### src/rtl/onewire_pkg.sv
// Shared op codes, FSM/slot encodings and default bit-slot timing for the 1-Wire sequencer.
package onewire_pkg;

  localparam logic [1:0] OP_RESET = 2'b00;
  localparam logic [1:0] OP_WRITE = 2'b01;
  localparam logic [1:0] OP_READ  = 2'b10;
  localparam logic [1:0] OP_RSVD  = 2'b11;

  localparam int DEF_T_LOW1   = 6;
  localparam int DEF_T_SLOT   = 60;
  localparam int DEF_T_REC    = 11;
  localparam int DEF_T_RDSAMP = 13;
  localparam int DEF_T_RST    = 480;
  localparam int DEF_T_PDSAMP = 70;
  localparam int DEF_T_RSTREC = 410;

  typedef enum logic [2:0] {
    ST_IDLE,
    ST_RST_LOW,
    ST_RST_REL,
    ST_SLOT_LOW,
    ST_SLOT_REL,
    ST_SLOT_REC
  } state_t;

  typedef enum logic [1:0] {
    BT_W0,
    BT_W1,
    BT_RD
  } bit_type_t;

  // Slot flavour for the current bit: reads always use the short low pulse.
  function automatic bit_type_t slot_type(input logic [1:0] code, input logic wbit);
    if (code == OP_READ) return BT_RD;
    return wbit ? BT_W1 : BT_W0;
  endfunction

endpackage

### src/rtl/onewire_txn_sequencer_if.sv
// Host-side op/response handshake of the 1-Wire sequencer.
interface onewire_txn_sequencer_if;
  logic       op_valid;
  logic       op_ready;
  logic [1:0] op_code;
  logic [7:0] op_wdata;
  logic       rsp_valid;
  logic [7:0] rsp_rdata;
  logic       rsp_presence;

  modport master (
    output op_valid, op_code, op_wdata,
    input  op_ready, rsp_valid, rsp_rdata, rsp_presence
  );

  modport slave (
    input  op_valid, op_code, op_wdata,
    output op_ready, rsp_valid, rsp_rdata, rsp_presence
  );
endinterface

### src/rtl/onewire_slot_timer.sv
// Free-running phase counter with the compare strobes that shape one bit slot.
// The counter runs across low, release and recovery of a slot; the top clears it
// at phase boundaries and also reuses cnt_o for the reset pulse timing.
module onewire_slot_timer
  import onewire_pkg::*;
#(
  parameter int T_LOW1   = DEF_T_LOW1,
  parameter int T_SLOT   = DEF_T_SLOT,
  parameter int T_REC    = DEF_T_REC,
  parameter int T_RDSAMP = DEF_T_RDSAMP
) (
  input  logic       clk,
  input  logic       rst,
  input  logic       clr_i,
  input  bit_type_t  bit_type_i,
  output logic [8:0] cnt_o,
  output logic       low_end_o,
  output logic       rel_end_o,
  output logic       rec_end_o,
  output logic       samp_o
);

  localparam logic [8:0] LOW1_M1 = 9'(T_LOW1 - 1);
  localparam logic [8:0] SLOT_M1 = 9'(T_SLOT - 1);
  localparam logic [8:0] REC_M1  = 9'(T_SLOT + T_REC - 1);
  localparam logic [8:0] SAMP    = 9'(T_RDSAMP);

  logic [8:0] cnt_q, cnt_d;

  // Next count: restart from zero on clear, otherwise advance one per cycle.
  always_comb begin
    cnt_d = clr_i ? 9'd0 : cnt_q + 9'd1;
  end

  // Counter register.
  always_ff @(posedge clk or posedge rst) begin
    if (rst) cnt_q <= 9'd0;
    else     cnt_q <= cnt_d;
  end

  assign cnt_o     = cnt_q;
  assign low_end_o = (cnt_q == ((bit_type_i == BT_W0) ? SLOT_M1 : LOW1_M1));
  assign rel_end_o = (cnt_q == SLOT_M1);
  assign rec_end_o = (cnt_q == REC_M1);
  assign samp_o    = (cnt_q == SAMP);

endmodule

### src/rtl/onewire_txn_sequencer.sv
// Byte-level 1-Wire master: sequences reset/presence and 8 LSB-first bit slots per op.
module onewire_txn_sequencer
  import onewire_pkg::*;
#(
  parameter int T_LOW1   = DEF_T_LOW1,
  parameter int T_SLOT   = DEF_T_SLOT,
  parameter int T_REC    = DEF_T_REC,
  parameter int T_RDSAMP = DEF_T_RDSAMP,
  parameter int T_RST    = DEF_T_RST,
  parameter int T_PDSAMP = DEF_T_PDSAMP,
  parameter int T_RSTREC = DEF_T_RSTREC
) (
  input  logic                     clk,
  input  logic                     rst,
  onewire_txn_sequencer_if.slave   host,
  output logic                     master_pull_low,
  input  logic                     bus
);

  localparam logic [8:0] RST_M1    = 9'(T_RST - 1);
  localparam logic [8:0] PDSAMP    = 9'(T_PDSAMP);
  localparam logic [8:0] RSTREC_M1 = 9'(T_RSTREC - 1);

  state_t     state_q;
  logic       pull_q;
  logic       rsp_valid_q;
  logic [7:0] rsp_rdata_q;
  logic       rsp_presence_q;
  logic [1:0] code_q;
  logic [7:0] wdata_q;
  logic [2:0] bit_idx_q;
  logic [7:0] rd_shift_q;
  logic       pres_q;
  logic       bus_meta_q, bus_sync_q;

  logic       cnt_clr;
  logic [8:0] cnt;
  logic       low_end, rel_end, rec_end, samp;
  bit_type_t  bit_type;

  assign bit_type = slot_type(code_q, wdata_q[bit_idx_q]);

  onewire_slot_timer #(
    .T_LOW1   (T_LOW1),
    .T_SLOT   (T_SLOT),
    .T_REC    (T_REC),
    .T_RDSAMP (T_RDSAMP)
  ) u_timer (
    .clk        (clk),
    .rst        (rst),
    .clr_i      (cnt_clr),
    .bit_type_i (bit_type),
    .cnt_o      (cnt),
    .low_end_o  (low_end),
    .rel_end_o  (rel_end),
    .rec_end_o  (rec_end),
    .samp_o     (samp)
  );

  // Counter restarts while idle, at the end of the reset pulse and at every slot end.
  always_comb begin
    cnt_clr = (state_q == ST_IDLE)
           || ((state_q == ST_RST_LOW) && (cnt == RST_M1))
           || ((state_q == ST_SLOT_REC) && rec_end);
  end

  // Two-flop synchroniser for the asynchronous line level; idles high like the bus.
  always_ff @(posedge clk or posedge rst) begin
    if (rst) begin
      bus_meta_q <= 1'b1;
      bus_sync_q <= 1'b1;
    end else begin
      bus_meta_q <= bus;
      bus_sync_q <= bus_meta_q;
    end
  end

  // Transaction FSM with registered line drive and response outputs.
  always_ff @(posedge clk or posedge rst) begin
    if (rst) begin
      state_q        <= ST_IDLE;
      pull_q         <= 1'b0;
      rsp_valid_q    <= 1'b0;
      rsp_rdata_q    <= 8'h00;
      rsp_presence_q <= 1'b0;
      code_q         <= OP_RESET;
      wdata_q        <= 8'h00;
      bit_idx_q      <= 3'd0;
      rd_shift_q     <= 8'h00;
      pres_q         <= 1'b0;
    end else begin
      rsp_valid_q <= 1'b0;
      if (samp && (code_q == OP_READ) &&
          ((state_q == ST_SLOT_LOW) || (state_q == ST_SLOT_REL))) begin
        rd_shift_q[bit_idx_q] <= bus_sync_q;
      end
      case (state_q)
        ST_IDLE: begin
          if (host.op_valid) begin
            code_q    <= host.op_code;
            wdata_q   <= host.op_wdata;
            bit_idx_q <= 3'd0;
            case (host.op_code)
              OP_RESET: begin
                state_q <= ST_RST_LOW;
                pull_q  <= 1'b1;
              end
              OP_WRITE, OP_READ: begin
                state_q <= ST_SLOT_LOW;
                pull_q  <= 1'b1;
              end
              default: rsp_valid_q <= 1'b1;
            endcase
          end
        end
        ST_RST_LOW: begin
          if (cnt == RST_M1) begin
            state_q <= ST_RST_REL;
            pull_q  <= 1'b0;
          end
        end
        ST_RST_REL: begin
          if (cnt == PDSAMP) pres_q <= ~bus_sync_q;
          if (cnt == RSTREC_M1) begin
            state_q        <= ST_IDLE;
            rsp_valid_q    <= 1'b1;
            rsp_presence_q <= (cnt == PDSAMP) ? ~bus_sync_q : pres_q;
          end
        end
        ST_SLOT_LOW: begin
          if (low_end) begin
            pull_q  <= 1'b0;
            state_q <= (bit_type == BT_W0) ? ST_SLOT_REC : ST_SLOT_REL;
          end
        end
        ST_SLOT_REL: begin
          if (rel_end) state_q <= ST_SLOT_REC;
        end
        ST_SLOT_REC: begin
          if (rec_end) begin
            if (bit_idx_q != 3'd7) begin
              bit_idx_q <= bit_idx_q + 3'd1;
              state_q   <= ST_SLOT_LOW;
              pull_q    <= 1'b1;
            end else begin
              state_q     <= ST_IDLE;
              rsp_valid_q <= 1'b1;
              if (code_q == OP_READ) rsp_rdata_q <= rd_shift_q;
            end
          end
        end
        default: begin
          state_q <= ST_IDLE;
          pull_q  <= 1'b0;
        end
      endcase
    end
  end

  assign host.op_ready     = (state_q == ST_IDLE);
  assign host.rsp_valid    = rsp_valid_q;
  assign host.rsp_rdata    = rsp_rdata_q;
  assign host.rsp_presence = rsp_presence_q;
  assign master_pull_low   = pull_q;

endmodule
### src/flat_wrapper.sv
// flat-port wrapper written by rule: the top's interface ports become plain ports
module onewire_txn_sequencer_flat import onewire_pkg::*;
#(
  parameter int T_LOW1   = DEF_T_LOW1,
  parameter int T_SLOT   = DEF_T_SLOT,
  parameter int T_REC    = DEF_T_REC,
  parameter int T_RDSAMP = DEF_T_RDSAMP,
  parameter int T_RST    = DEF_T_RST,
  parameter int T_PDSAMP = DEF_T_PDSAMP,
  parameter int T_RSTREC = DEF_T_RSTREC
)
  (clk, rst, master_pull_low, bus, host_op_valid, host_op_code, host_op_wdata, host_op_ready, host_rsp_valid, host_rsp_rdata, host_rsp_presence);
  onewire_txn_sequencer_if host_i ();
  input  logic clk;
  input  logic rst;
  output logic master_pull_low;
  input  logic bus;
  input wire logic [$bits(host_i.op_valid)-1:0] host_op_valid;
  input wire logic [$bits(host_i.op_code)-1:0] host_op_code;
  input wire logic [$bits(host_i.op_wdata)-1:0] host_op_wdata;
  output wire logic [$bits(host_i.op_ready)-1:0] host_op_ready;
  output wire logic [$bits(host_i.rsp_valid)-1:0] host_rsp_valid;
  output wire logic [$bits(host_i.rsp_rdata)-1:0] host_rsp_rdata;
  output wire logic [$bits(host_i.rsp_presence)-1:0] host_rsp_presence;
  assign host_i.op_valid = host_op_valid;
  assign host_i.op_code = host_op_code;
  assign host_i.op_wdata = host_op_wdata;
  assign host_op_ready = host_i.op_ready;
  assign host_rsp_valid = host_i.rsp_valid;
  assign host_rsp_rdata = host_i.rsp_rdata;
  assign host_rsp_presence = host_i.rsp_presence;
  onewire_txn_sequencer #(.T_LOW1(T_LOW1), .T_SLOT(T_SLOT), .T_REC(T_REC), .T_RDSAMP(T_RDSAMP), .T_RST(T_RST), .T_PDSAMP(T_PDSAMP), .T_RSTREC(T_RSTREC)) u_core (.clk(clk), .rst(rst), .host(host_i), .master_pull_low(master_pull_low), .bus(bus));
endmodule
### config.mk
export PLATFORM = sky130hd
export DESIGN_NAME = onewire_txn_sequencer_flat
export DESIGN_NICKNAME = d
export VERILOG_FILES = /design/src/rtl/onewire_pkg.sv /design/src/rtl/onewire_txn_sequencer_if.sv /design/src/rtl/onewire_slot_timer.sv /design/src/rtl/onewire_txn_sequencer.sv /design/src/flat_wrapper.sv
export SDC_FILE = /design/constraint.sdc
export NUM_CORES = 1
export LEC_CHECK = 0
export CAP_MARGIN = 20
export CORE_MARGIN = 2
export CORE_UTILIZATION = 30
export DETAILED_ROUTE_END_ITERATION = 10
export PLACE_DENSITY_LB_ADDON = 0.1
export SYNTH_ARGS = -nofsm -noshare
export SYNTH_HDL_FRONTEND = slang
export SYNTH_SLANG_ARGS = --single-unit
### constraint.sdc
create_clock -name clk -period 4.6 [get_ports clk]
set_input_delay 0.92 -clock clk [delete_from_list [all_inputs] [get_ports clk]]
set_output_delay 0.92 -clock clk [all_outputs]
set_load 0.05 [all_outputs]
---- Word-level counts from Yosys, hierarchy flattened ----
Index checks and enable logic that the tools add are counted.
word-level totals
  flip-flop bits (word level) ............. 47
  logic and storage cells ................. 104
  input port bits ......................... 14
  output and inout bits ................... 12
operators by class
  $add $sub $neg .......................... 2
  reduce and logical (&&, ||, !) cells .... 21
  multiplexer cells ....................... 39
  magnitude comparators ................... 2
  bitwise logic cells ..................... 3
  equal/unequal tests ..................... 24
operators with widths
  kind                                                                      count
  3-bit two-way mux                                                         9
  9-bit == test (second input constant)                                     2
  3-bit one-hot mux with 6 select lines                                     1
  1-bit two-way mux                                                         17
  7-bit AND reduction                                                       2
  3-bit one-hot mux with 2 select lines                                     2
  9-bit by 1-bit adder with 9-bit output (second input constant)            1
  9-bit by 4-bit == test with 1-bit output (second input constant)          1
  9-bit by 6-bit == test with 1-bit output                                  1
  9-bit by 6-bit == test with 1-bit output (second input constant)          1
  9-bit by 7-bit == test with 1-bit output (second input constant)          1
  9-bit two-way mux                                                         1
  8-bit bitwise mux                                                         1
  2-bit by 1-bit inequality test with 1-bit output (second input constant)  4
  2-bit inequality test (second input constant)                             4
  4-bit AND reduction                                                       2
  3-bit by 2-bit == test with 1-bit output (second input constant)          2
  3-bit == test (second input constant)                                     2
  2-bit two-way mux                                                         3
  6-bit two-way mux                                                         1
  1-bit logical AND                                                         5
  1-bit one-hot mux with 5 select lines                                     1
  2-bit == test (second input constant)                                     2
  2-bit logical NOT                                                         2
  other kinds (17)                                                          23

---- Depth between registers and ports, before layout ----
Gate-level depths: netlist (run 1).
  depth after elaboration ................. 9
  mapped depth ............................ 8
  depth with buffers taken out ............ 7

---- By module ----
Synthesis (run 1) repeated with hierarchy kept, for this count alone.
unflattened totals
  cell total of the unflattened synthesis .. 230
  area, all modules ....................... 2514.9 sq um
modules (own cells, without submodules)
  module                 seq. area each (sq um)  area an instance (sq um)  times used  cells an instance
  onewire_txn_sequencer  953.4                   1986.9                    1           170
  onewire_slot_timer     225.2                   528.0                     1           60

---- Worst setup path after synthesis (run 1) ----
OpenSTA, ideal clock, no wires.
  path kind ............................... input to register
  start point ............................. in host_op_code[0]
  end point ............................... reg u_core.state_q[0]
  data arrival time ....................... 2.257 ns
  path slack .............................. 2.217 ns
  setup time .............................. 0.126 ns
  required time ........................... 4.474 ns
  cell stages on the path ................. 6
  path buffers ............................ 0
  path through ............................ inv_1 ha_1 nor2_1 a221o_1 or3b_1 a221o_1
on the way
  cells in the longest elaborated chain, start to end .. 4
  elaborated cells on any way between the ends .. 6
  those cells by class .................... eq/ne: 3; reduce/logical: 3
ends and longest elaborated chain
  what                                                                       line                          text
  from (decl)                                                                flat_wrapper.sv:19            input wire logic [$bits(host_i.op_code)-1:0] host_op_code;
  2-bit by 1-bit == test with 1-bit output or 2-bit == test (tied branches)  onewire_txn_sequencer.sv:103  case (host.op_code)
  2-bit OR reduction                                                         -
  3-bit by 1-bit inequality test with 1-bit output (no line) (*)             -
  7-bit AND reduction (no line) (*)                                          -
  to (signal assigned)                                                       onewire_txn_sequencer.sv:133  state_q <= (bit_type == BT_W0) ? ST_SLOT_REC : ST_SLOT_REL;
  to (decl)                                                                  onewire_txn_sequencer.sv:24   state_t state_q;
Mark *: on every way between the ends. The rest lies on a longest branch, timed or not.
A chain may end at the register's enable or synchronous reset.

---- Worst setup path after layout (run 1) ----
  start point ............................. reg u_core.state_q[0]
  end point ............................... out host_op_ready
on the way
  cells in the longest elaborated chain, start to end .. 1
ends and longest elaborated chain
  what               line                          text
  3-bit logical NOT  onewire_txn_sequencer.sv:160  assign host.op_ready = (state_q == ST_IDLE);
  to (decl)          flat_wrapper.sv:21            output wire logic [$bits(host_i.op_ready)-1:0] host_op_ready;
Every way passes these cells.

==> results of run 1 <==
==> worst paths after layout <==
check | slack, ps | to | cells after the start | startpoint
setup / recovery | 1530 | host_op_ready | 4 | u_core.state_q[0]
hold / removal | 360 | u_core.bus_sync_q | 0 | u_core.bus_meta_q
setup reg to reg | 2140 | u_core.master_pull_low | 5 | u_core.bit_idx_q[1]
hold reg to reg | 360 | u_core.bus_sync_q | 0 | u_core.bus_meta_q
max in group asynchronous | 3290 | u_core.bus_meta_q | 3 | rst
min in group asynchronous | 810 | u_core.pres_q | 2 | rst
==> power by group <==
group / internal (µW) / leakage [µW] / switching, µW
clock: 109 / 0.0000408 / 152
combinational: 245 / 0.000645 / 265
sequential: 504 / 0.000615 / 128
total: 858 / 0.00130 / 546
==> registers in the layout, indices dropped and copies added (netlist names) <==
signal / flops
u_core.host.rsp_presence: 1
u_core.u_timer.cnt_o: 9
u_core.host.rsp_valid: 1
u_core.master_pull_low: 1
u_core.host.rsp_rdata: 8
u_core.pres_q: 1
u_core.state_q: 3
u_core.code_q: 2
u_core.bit_idx_q: 3
u_core.rd_shift_q: 8
u_core.wdata_q: 8
u_core.bus_sync_q: 1
u_core.bus_meta_q: 1
==> metrics by stage <==
step | worst slack (ps) | power (µW) | utilization, % | hold slack (ps) | instances
floorplan | 2217 | 1047 | - | 345.2 | 235
global placement | 1627 | 1149 | 34.25 | 346.8 | 350
detailed placement | 1588 | 1150 | 34.25 | 347.3 | 350
CTS | 1510 | 1424 | 35.37 | 361.5 | 358
global route | 1387 | 1525 | 35.62 | 369.9 | 359
finish | 1526 | 1403 | 35.62 | 358.7 | 359
==> routing by layer <==
metal | GRT usage, % | vias up | part of all wire (%)
li1 | - | 870 | -
met1 | 17.74 | 824 | 52
met2 | 18.58 | 23 | 44
met3 | 2.662 | 4 | 3.1
met4 | 3.929 | 0 | 0.97
met5 | 0 | - | 0
==> area by class of cell <==
cell class / count / area [µm²] / area share [%]
Timing Repair Buffer: 26 / 270.3 / 9.235
Inverter: 11 / 41.29 / 1.411
Tap cell: 105 / 131.4 / 4.489
Sequential cell: 47 / 1179 / 40.27
Clock inverter: 3 / 23.77 / 0.8123
Multi-Input combinational cell: 162 / 1212 / 41.43
Clock buffer: 5 / 68.82 / 2.351
==> critical path, stage by stage, from the launching register on <==
cell             delay, ps
dfrtp_1                520
nor2_1                 280
nand2_4                100
inv_1                  120
clkdlybuf4s50_1        820
==> cells by family (layout without fill, tap and decap cells) <==
kind of cell / Yosys count / count (layout)
adder cells (fa/ha/maj): 7 / 7
AND/OR/NAND/NOR: 83 / 83
buffers and inverters: 26 / 45
AO/OA/AOI/OAI: 34 / 34
XOR/XNOR: 7 / 7
flip-flops: 47 / 47
multiplexers: 31 / 31
==> cell usage in the layout, fill, tap and decap left out, drive strengths merged, types with 2 or more instances in the layout <==
cell type,count
dfrtp,45
mux2,31
clkdlybuf4s50,25
nor2,22
nand2,21
inv,12
ha,7
nand3,6
o21ai,6
a21oi,5
clkbuf,5
nor3b,4
nor2b,4
nor3,4
nand4,4
xor2,4
o2111ai,3
a22o,3
xnor2,3
and2,3
a21o,3
nor4,2
and4,2
nand3b,2
nand2b,2
a221o,2
o31ai,2
clkinvlp,2
dfstp,2
==> results.json, run 1 <==
{
  "holdBufCountCts": 0,
  "grt_remaining_overflow": 0,
  "synthSimpleGateAreaFrac_pct": 18.05,
  "yosys-mux-area-fraction_pct": 13.72,
  "io_pins": 26,
  "start_util_pct": 30.96,
  "antenna_found_initial": 0,
  "ys_ff_latch": 47,
  "synth_compound_area_share_pct": 10.03,
  "critPathLaunchType": "flop",
  "finalHoldViolations": 0,
  "syn_area_per_cell_um2": 10.82,
  "drt-total-wl_um": 5269,
  "synth_edf_count": 0,
  "critPathRequiredTime_ps": 3680,
  "cts_tree": "yes",
  "synthTopCellsByArea": "dfrtp_1 (44%), mux2_2 (12%), ha_1 (3.4%), nor2_1 (3.2%), nand2_1 (3.0%)",
  "nets": 274,
  "firstDrtPassIters": 4,
  "grt_pass1_vias": 1731,
  "gp_congestion": 0.8057,
  "n_antenna_cell": 0,
  "die_w_um": 96.08,
  "max-clock-path-buffers": 2,
  "die-area_um2": 9231,
  "area_growth_syn_to_layout_pct": 15.05,
  "fp.dieH_um": 96.08,
  "cp_max_fo": 13,
  "fin_area_um2": 2927,
  "via_count": 1721,
  "syn-cell-area_um2": 2544,
  "fin_setup_tns_ps": 0,
  "grt_max_degree": 48,
  "cts_buffers": 5,
  "cts_resized": 0,
  "htree_levels": 2,
  "synth_flop_cell": "dfrtp_1",
  "postCtsSetupBuffers": 0,
  "synth_warnings": 0,
  "crit_arrival_ps": 2150,
  "yosysTopAreaCell": "dfrtp_1",
  "yosysMostFrequentCell": "dfrtp_1",
  "synthAdderAreaFrac_pct": 3.443,
  "power_density_nw_per_um2": 479.5,
  "portBuffers": 25,
  "dp_hpwl_um": 3750,
  "fin_skew_ps": 11.74,
  "p_leak_uw": 0.001301,
  "placed_area_um2": 2814,
  "yosys.area.top_type_share_pct": 44.27,
  "hold_path.class": "reg -> reg",
  "post-route-period-util_pct": 66.83,
  "synthCells": 235,
  "period_minus_slack_ps": 3074,
  "synth_top_family_by_area": "simple AND/OR/NAND/NOR gates",
  "fmax_mhz": 325.3,
  "n_fill_cell": 823,
  "ir_drop_uv": 142.1,
  "path_class": "reg -> out",
  "root_buffer": "clkbuf_8",
  "grtUsageTotal_pct": 12.39,
  "status": "completed",
  "wl_per_cell_um": 14.68,
  "slew_headroom_pct": 47.23,
  "path_clk_slew_ps": 90,
  "clock_latency_ps": 310,
  "final-setup-viol-count": 0,
  "synth_cell_types": 55,
  "synthesis.nets": 256,
  "rsz0062_at_grt": "no",
  "route.detailed.drc": 0,
  "coreArea_um2": 8217,
  "ys_async_sr_fraction_pct": 100.0,
  "slew_viol_final": 0,
  "drive_above_1_share_pct": 18.11,
  "vias_per_cell": 4.794,
  "clock-sinks": 47,
  "rows": 33,
  "critical_path.endpoint_type": "primary output",
  "ant_nets": 0,
  "synth_xor_area_share_pct": 2.410,
  "synth_commonest_cells": "dfrtp_1 (45), mux2_2 (27), nor2_1 (22), nand2_1 (20), inv_1 (10)",
  "cap_violations": 0,
  "drt_iter0_markers": 77,
  "worstMarginPinSlew_ps": 791.6,
  "ys_seq_area_share_pct": 46.34,
  "grt_pass1_wl_um": 8783
}
Note: power is estimated with default switching activity, not from simulation.
==> inputs of run 2 (changes only) <==
Clock period 4.6 ns to 2.7 ns, I/O delays scaled along.
==> results.json, run 2 (synthesized netlist as in run 1, its figures left out) <==
{
  "status": "completed",
  "fin_skew_ps": 12.31,
  "post-route-period-util_pct": 94.83,
  "crit_arrival_ps": 2020,
  "rsz0062_at_grt": "no",
  "worstMarginPinSlew_ps": 554.6,
  "drt-total-wl_um": 5397,
  "fin_setup_tns_ps": 0,
  "ant_nets": 0,
  "final-setup-viol-count": 0,
  "grt_pass1_wl_um": 8942,
  "slowest_delay_ps": 820,
  "clock-sinks": 47,
  "placed_area_um2": 2882,
  "seqPwrFrac_pct": 41.4,
  "fmax_mhz": 390.6,
  "firstDrtPassIters": 5,
  "cts_buffers": 5,
  "coreArea_um2": 8217,
  "die-area_um2": 9231,
  "max-clock-path-buffers": 2,
  "p_switching_uw": 948.2,
  "grt_remaining_overflow": 0,
  "internal_power_uw": 1518,
  "slew_viol_final": 0,
  "portBuffers": 25,
  "cap_violations": 0,
  "grtUsageTotal_pct": 12.56,
  "drive_above_1_share_pct": 20.61,
  "power_density_nw_per_um2": 828.3,
  "nets": 282,
  "post-route-util_pct": 36.24,
  "postCtsSetupBuffers": 0,
  "wl_per_cell_um": 14.71,
  "grt_max_degree": 24,
  "rows": 33,
  "fin_area_um2": 2978,
  "crit_family": "buffers and inverters",
  "n_fill_cell": 822,
  "dp_hpwl_um": 3945,
  "clkPwrFrac_pct": 18.6,
  "route.detailed.drc": 0,
  "critical_path.endpoint_type": "primary output",
  "critPathRequiredTime_ps": 2160,
  "ir_drop_uv": 265.6,
  "p_leak_uw": 0.001342,
  "holdBufCountCts": 0,
  "clock_latency_ps": 300,
  "path_class": "reg -> out",
  "path_clk_slew_ps": 90,
  "io_pins": 26,
  "grt_pass1_vias": 1745,
  "critPathLaunchType": "flop",
  "cts_resized": 0,
  "hold_path.class": "reg -> reg",
  "vias_per_cell": 4.866,
  "p_comb_share_pct": 39.9,
  "root_buffer": "clkbuf_8",
  "gp_congestion": 0.8541,
  "area_growth_syn_to_layout_pct": 17.07,
  "cp_max_fo": 11,
  "fp.dieH_um": 96.08,
  "largest_reg_flops": 9,
  "htree_levels": 2,
  "crit_buf_inv": 3,
  "drt_iter0_markers": 125,
  "crit_slowest_cell": "clkdlybuf4s50_1",
  "period_minus_slack_ps": 2560,
  "via_count": 1786,
  "slew_headroom_pct": 63.03,
  "layout_commonest_cell": "dfrtp_1",
  "n_antenna_cell": 0,
  "start_util_pct": 30.96,
  "antenna_found_initial": 0,
  "finalHoldViolations": 0,
  "cts_tree": "yes",
  "sw_frac_of_total_pct": 38.44,
  "path_cells": "inv_2 > nand2_4 > inv_1 > clkdlybuf4s50_1",
  "die_w_um": 96.08,
  "layout_common_cells": "dfrtp_1 (45), mux2_2 (27), clkdlybuf4s50_1 (25)"
}
==> run 2: worst reg2reg max path, stage by stage, from the launching register on <==
cell     delay (ps)
dfrtp_1         440
inv_1           100
ha_1            160
nand2_1          70
o41a_1          420
a221o_1         320
or3b_1          380
a221o_1         320
==> run 2: final cells by class <==
cell class,instances,area (µm²),area share [%]
Sequential cell,47,1179,39.58
Inverter,11,41.29,1.387
Clock inverter,3,27.53,0.9244
Multi-Input combinational cell,162,1212,40.71
Timing Repair Buffer,34,317.8,10.67
Tap cell,105,131.4,4.412
Clock buffer,5,68.82,2.311
==> run 2: worst paths after layout <==
path	from	to	slack (ps)	cells after the start
max	u_core.state_q[2]	host_op_ready	140	4
min	u_core.bus_meta_q	u_core.bus_sync_q	360	0
max reg2reg	u_core.u_timer.cnt_o[1]	u_core.state_q[0]	380	7
min reg2reg	u_core.bus_meta_q	u_core.bus_sync_q	360	0
max in group asynchronous	rst	u_core.bus_sync_q	1450	3
min in group asynchronous	rst	u_core.rd_shift_q[4]	570	2
==> run 2: layer usage <==
| layer | global-route usage, % | vias to the layer above | share of wire, % |
|---|---|---|---|
| met5 | 0 | - | 0 |
| met4 | 3.571 | 0 | 0.96 |
| met3 | 2.584 | 4 | 4.3 |
| met2 | 18.06 | 40 | 44 |
| met1 | 18.88 | 857 | 51 |
| li1 | - | 885 | - |
==> run 2: power groups by stage <==
| stage | sequential (µW) | combinational [µW] | clock (µW) |
|---|---|---|---|
| floorplan | 973 | 810 | 0 |
| detailed placement | 1040 | 985 | 0 |
| global placement | 1040 | 987 | 0 |
| finish | 1020 | 985 | 460 |
| CTS | 1030 | 993 | 478 |
| global route | 1050 | 1090 | 506 |
==> run 2: stage by stage <==
stage                     hold slack, ps  worst slack [ps]  power, µW  cells
final                              359.6             139.6       2467    367
after CTS                          361.4             140.6       2497    367
after global routing               370.1             59.69       2651    367
after floorplan                    345.2             585.2       1783    235
after global placement             346.2             109.0       2025    359
after detailed placement           347.2             39.06       2028    359
